==> src/rtl/count_seq_ctrl.sv <==
// count_seq_ctrl: drives the 2-bit mode select of an up/down counter so that the
// counter travels from its current value to a latched target, then parks on hold.
// Supports pause, abort, a saturating step count and a step-limit error exit.
module count_seq_ctrl #(
  parameter int WIDTH     = 4,
  parameter int STEP_W    = 8,
  parameter int MAX_STEPS = 16
) (
  input  logic              clk,
  input  logic              rst,
  input  logic              start,
  input  logic              dir,
  input  logic [WIDTH-1:0]  target,
  input  logic              pause,
  input  logic              abort,
  input  logic [WIDTH-1:0]  count_in,
  output logic [1:0]        sel,
  output logic              busy,
  output logic              done,
  output logic              err,
  output logic [STEP_W-1:0] steps
);

  typedef enum logic [1:0] {
    S_IDLE = 2'd0,
    S_RUN  = 2'd1,
    S_DONE = 2'd2,
    S_ERR  = 2'd3
  } state_t;

  localparam logic [1:0]        SEL_HOLD  = 2'b00;
  localparam logic [1:0]        SEL_UP    = 2'b01;
  localparam logic [1:0]        SEL_DN    = 2'b10;
  localparam logic [STEP_W-1:0] STEP_LIM  = STEP_W'(MAX_STEPS);

  // Step count never wraps; it sticks at all-ones.
  function automatic logic [STEP_W-1:0] sat_inc(input logic [STEP_W-1:0] v);
    sat_inc = (v == {STEP_W{1'b1}}) ? v : v + STEP_W'(1);
  endfunction

  // Direction code for the counter; 11 is never produced.
  function automatic logic [1:0] dir_code(input logic d);
    dir_code = d ? SEL_DN : SEL_UP;
  endfunction

  state_t             state_q, state_d;
  logic [WIDTH-1:0]   tgt_q, tgt_d;
  logic               dir_q, dir_d;
  logic [1:0]         sel_d;
  logic               busy_d, done_d, err_d;
  logic [STEP_W-1:0]  steps_d;
  logic [WIDTH-1:0]   nxt;
  logic               moving;
  logic [STEP_W-1:0]  steps_adv;
  logic               accept;

  // Predict the counter value after this edge so the run stops exactly on target.
  always_comb begin
    moving    = (sel != SEL_HOLD);
    steps_adv = moving ? sat_inc(steps) : steps;
    unique case (sel)
      SEL_UP:  nxt = count_in + WIDTH'(1);
      SEL_DN:  nxt = count_in - WIDTH'(1);
      default: nxt = count_in;
    endcase
  end

  // Next-state and registered-output decode; abort always beats start.
  always_comb begin
    state_d = state_q;
    sel_d   = SEL_HOLD;
    busy_d  = 1'b0;
    done_d  = 1'b0;
    err_d   = err;
    steps_d = steps;
    tgt_d   = tgt_q;
    dir_d   = dir_q;
    accept  = start && !abort && ((state_q == S_IDLE) || (state_q == S_ERR));

    unique case (state_q)
      S_IDLE, S_ERR: begin
        if (state_q == S_ERR && abort) begin
          state_d = S_IDLE;
          err_d   = 1'b0;
        end else if (accept) begin
          tgt_d   = target;
          dir_d   = dir;
          steps_d = '0;
          err_d   = 1'b0;
          if (count_in == target) begin
            state_d = S_DONE;
            done_d  = 1'b1;
          end else begin
            state_d = S_RUN;
            busy_d  = 1'b1;
            sel_d   = dir_code(dir);
          end
        end
      end
      S_RUN: begin
        steps_d = steps_adv;
        if (abort) begin
          state_d = S_IDLE;
        end else if (nxt == tgt_q) begin
          state_d = S_DONE;
          done_d  = 1'b1;
        end else if (steps_adv == STEP_LIM) begin
          state_d = S_ERR;
          err_d   = 1'b1;
        end else begin
          busy_d  = 1'b1;
          sel_d   = pause ? SEL_HOLD : dir_code(dir_q);
        end
      end
      default: begin
        state_d = S_IDLE;
      end
    endcase
  end

  // State and all outputs are registered; reset clears everything at once.
  always_ff @(posedge clk or negedge rst) begin
    if (!rst) begin
      state_q <= S_IDLE;
      sel     <= SEL_HOLD;
      busy    <= 1'b0;
      done    <= 1'b0;
      err     <= 1'b0;
      steps   <= '0;
      tgt_q   <= '0;
      dir_q   <= 1'b0;
    end else begin
      state_q <= state_d;
      sel     <= sel_d;
      busy    <= busy_d;
      done    <= done_d;
      err     <= err_d;
      steps   <= steps_d;
      tgt_q   <= tgt_d;
      dir_q   <= dir_d;
    end
  end

endmodule
==> config.mk <==
export PLATFORM = sky130hd
export DESIGN_NAME = count_seq_ctrl
export DESIGN_NICKNAME = d
export VERILOG_FILES = /design/src/rtl/count_seq_ctrl.sv
export SDC_FILE = /design/constraint.sdc
export NUM_CORES = 1
export LEC_CHECK = 0
export CORE_MARGIN = 1.5
export CORE_UTILIZATION = 55
export DETAILED_ROUTE_END_ITERATION = 10
export GPL_ROUTABILITY_DRIVEN = 0
export PLACE_DENSITY = 0.83
export SKIP_CTS_REPAIR_TIMING = 1
export SLEW_MARGIN = 20
export SYNTH_ARGS = -nofsm -noshare
export SYNTH_HDL_FRONTEND = slang
export SYNTH_SLANG_ARGS = --single-unit
export TNS_END_PERCENT = 50
==> constraint.sdc <==
create_clock -name clk -period 5.6 [get_ports clk]
set_input_delay 1.12 -clock clk [delete_from_list [all_inputs] [get_ports clk]]
set_output_delay 1.12 -clock clk [all_outputs]
set_load 0.01 [all_outputs]
==> results_dict.tcl <==
set metrics [dict create \
    fp.dieW_um 54.4 \
    ir_worst_vdd_uv 300 \
    power_density_nw_per_um2 356 \
    grt_max_degree 21 \
    grt_use_total_pct 24.1 \
    place_ws_ns 2.14 \
    path_max_fanout 7 \
    cp_common_cell "xor2_1" \
    tritoncts "yes" \
    cts_root_buf "clkbuf_4" \
    synth_cells 155 \
    layout_setup_ws_ns 2.42 \
    core_area_sq_um 2500 \
    detail_route.first_pass.iterations 5 \
    antennaDiodeCount 0 \
    grt_overflow 0 \
    cts-htree-levels 1 \
    setup_viol 0 \
    yosysUniqueCellTypes 54 \
    synth_edf_count 0 \
    portBuffers 26 \
    rows 18 \
    status "completed" \
    path_cells "clkdlybuf4s50_1, xor2_1, ha_1, xor2_1, nor3_1, a31oi_1, nor4_4, o31a_2, mux2i_1" \
    cp-end-kind "register" \
    syn2layout_area_growth_pct 21.2 \
    routed_wl_um 3140 \
    crit_required_ns 5.83 \
    ys.flop_type "dfrtp_1" \
    ios 27 \
    synth_area_sq_um 1460 \
    total_power_mw 0.628 \
    crit_type "in2reg" \
    drv_cap 0 \
    ant_nets 0 \
    fin_nets 201 \
    die_h_um 54.4 \
    ys_top_cells_by_area "dfrtp_1 (34%), ha_1 (6.9%), xor2_1 (4.2%)" \
    grt_pass1_vias 1193 \
    viasPerCell 6.20 \
    synth_largest_area_cell "dfrtp_1" \
    worst_pin_slew_ns 0.900 \
    rsz0062_at_grt "false" \
    synth_top_area_share_pct 34.4 \
    critPathSlowestCell "clkdlybuf4s50_1" \
    clk_pin_slew_ns 0.11 \
    cp_data_arrival_time_ns 3.41 \
    startpoint_type "input port" \
    cts_made_buffers 3 \
    async_flop_share_pct 100 \
    ys_seq_area_share_pct 34.4 \
    max_stage_delay_ns 0.65 \
    clock_skew_ns 0.00926 \
    drt-initial-drc-count 35 \
    grt_pass1_wl_um 5170 \
    drive_gt1_share_pct 10.1 \
    ys_warn_count 0 \
    hold_viol_final 0 \
    worstSkewPairLatency_ns 0.31 \
    fmax_mhz 314 \
    syn_nets 177 \
    num_vias 1289 \
    max_slew_margin_pct 39.8 \
    avgSynthCellArea_sq_um 9.39 \
    avgRoutedWirePerCell_um 15.1 \
    antenna_found_initial 0 \
    ys_ff_latch 20 \
    timing.final.crit_period_ns 3.18 \
    dp_hpwl_um 2410 \
    die_area_sq_um 2960 \
    min_period_over_period_pct 56.8 \
    slew_viol_final 0 \
    setup_tns_ns 0 \
    drc_errors 0 \
    start_util_pct 58.2 \
    leakage_nw 0.723 \
    clock_path_buffers 2 \
    hp-class "reg2reg" \
    clock-sinks 20 \
]
[cell type report]
cell class,instances,area [sq um]
repair buffers,26,260
clock buffers,3,22.5
well taps,30,37.5
multi-input cells,120,882
flip-flops and latches,20,500
clock inverters,1,30.0
fillers,200,737
inverters,8,30.0
[state kept, by name, indices dropped and copies added, names as in the netlist]
register	count
steps	8
tgt_q	4
sel	2
state_q	2
busy	1
dir_q	1
done	1
err	1
[kinds of logic after synthesis]
group	count (synthesis)	share of synthesized area, %
simple gates	50	21.1
flops	20	34.4
xor+xnor	12	7.22
buf+inv	15	4.99
mux	7	5.24
compound gates	43	20.2
fa+ha+maj	8	6.88
[worst max-delay path, delay by kind of cell]
family	cells	cell delay (ns)
xor gates and xnor gates	2	0.37
and+or+nand+nor	2	0.50
buffers and inverters	1	0.65
AOI/OAI and AO/OA	2	0.31
muxes	1	0.19
adders and majority gates	1	0.26
[layout by cell type, fill, tap and decap left out, drive strengths merged, types with 3 or more instances in the layout]
| cell type | n |
|---|---|
| a21oi | 8 |
| a31oi | 5 |
| clkbuf | 3 |
| clkdlybuf4s50 | 26 |
| dfrtp | 20 |
| ha | 8 |
| inv | 8 |
| mux2 | 5 |
| nand2 | 11 |
| nand2b | 4 |
| nand3 | 6 |
| nor2 | 5 |
| nor3 | 4 |
| o21ai | 10 |
| or3 | 3 |
| xnor2 | 5 |
| xor2 | 7 |
[cell usage after synthesis, types with 4 or more instances]
cell and count:
o21ai_0 10, xor2_1 7, ha_1 8, xnor2_1 5, dfrtp_1 20, nand2_1 11
a21oi_1 7, nand2b_1 4, mux2_2 5, nand3_1 6, nor2_1 5, nor3_1 4
a31oi_1 5, inv_1 8
[power by group]
group          internal [mW]  leakage [nW]  switching, mW
logic                  0.134         0.429          0.168
clock network         0.0723        0.0279         0.0469
registers              0.178         0.265         0.0288
total                  0.385         0.723          0.244
[metrics by stage]
stage	instances	area, sq um	util (%)	hold WS (ns)
floorplan	155	1460	-	0.463
global placement	204	1710	68.4	0.474
detailed placement	204	1710	68.4	0.494
CTS	208	1760	70.5	0.532
global route	208	1760	70.5	0.570
finish	208	1760	70.5	0.533
[per-layer routing]
layer | wire length [um] | global-route usage, % | vias to the layer above
met1 | 1430 | 30.3 | 614
met3 | 136 | 3.55 | 6
met5 | 0 | 0 | -
met4 | 42 | 9.17 | 0
met2 | 1540 | 41.8 | 45
li1 | - | - | 624
[path summary, 6_finish.rpt]
kind | depth (start not counted) | slack (ns) | end | start
max in group asynchronous | 1 | 3.74 | steps[2]$_DFFE_PN0P_ | rst
hold reg to reg | 1 | 0.53 | err$_DFFE_PN0P_ | err$_DFFE_PN0P_
setup reg to reg | 10 | 3.11 | state_q[1]$_DFFE_PN0P_ | sel[0]$_DFF_PN0_
hold / removal | 1 | 0.53 | err$_DFFE_PN0P_ | err$_DFFE_PN0P_
min in group asynchronous | 1 | 1.30 | steps[4]$_DFFE_PN0P_ | rst
setup / recovery | 9 | 2.42 | state_q[1]$_DFFE_PN0P_ | count_in[1]
(Power assumes the default switching activity.)
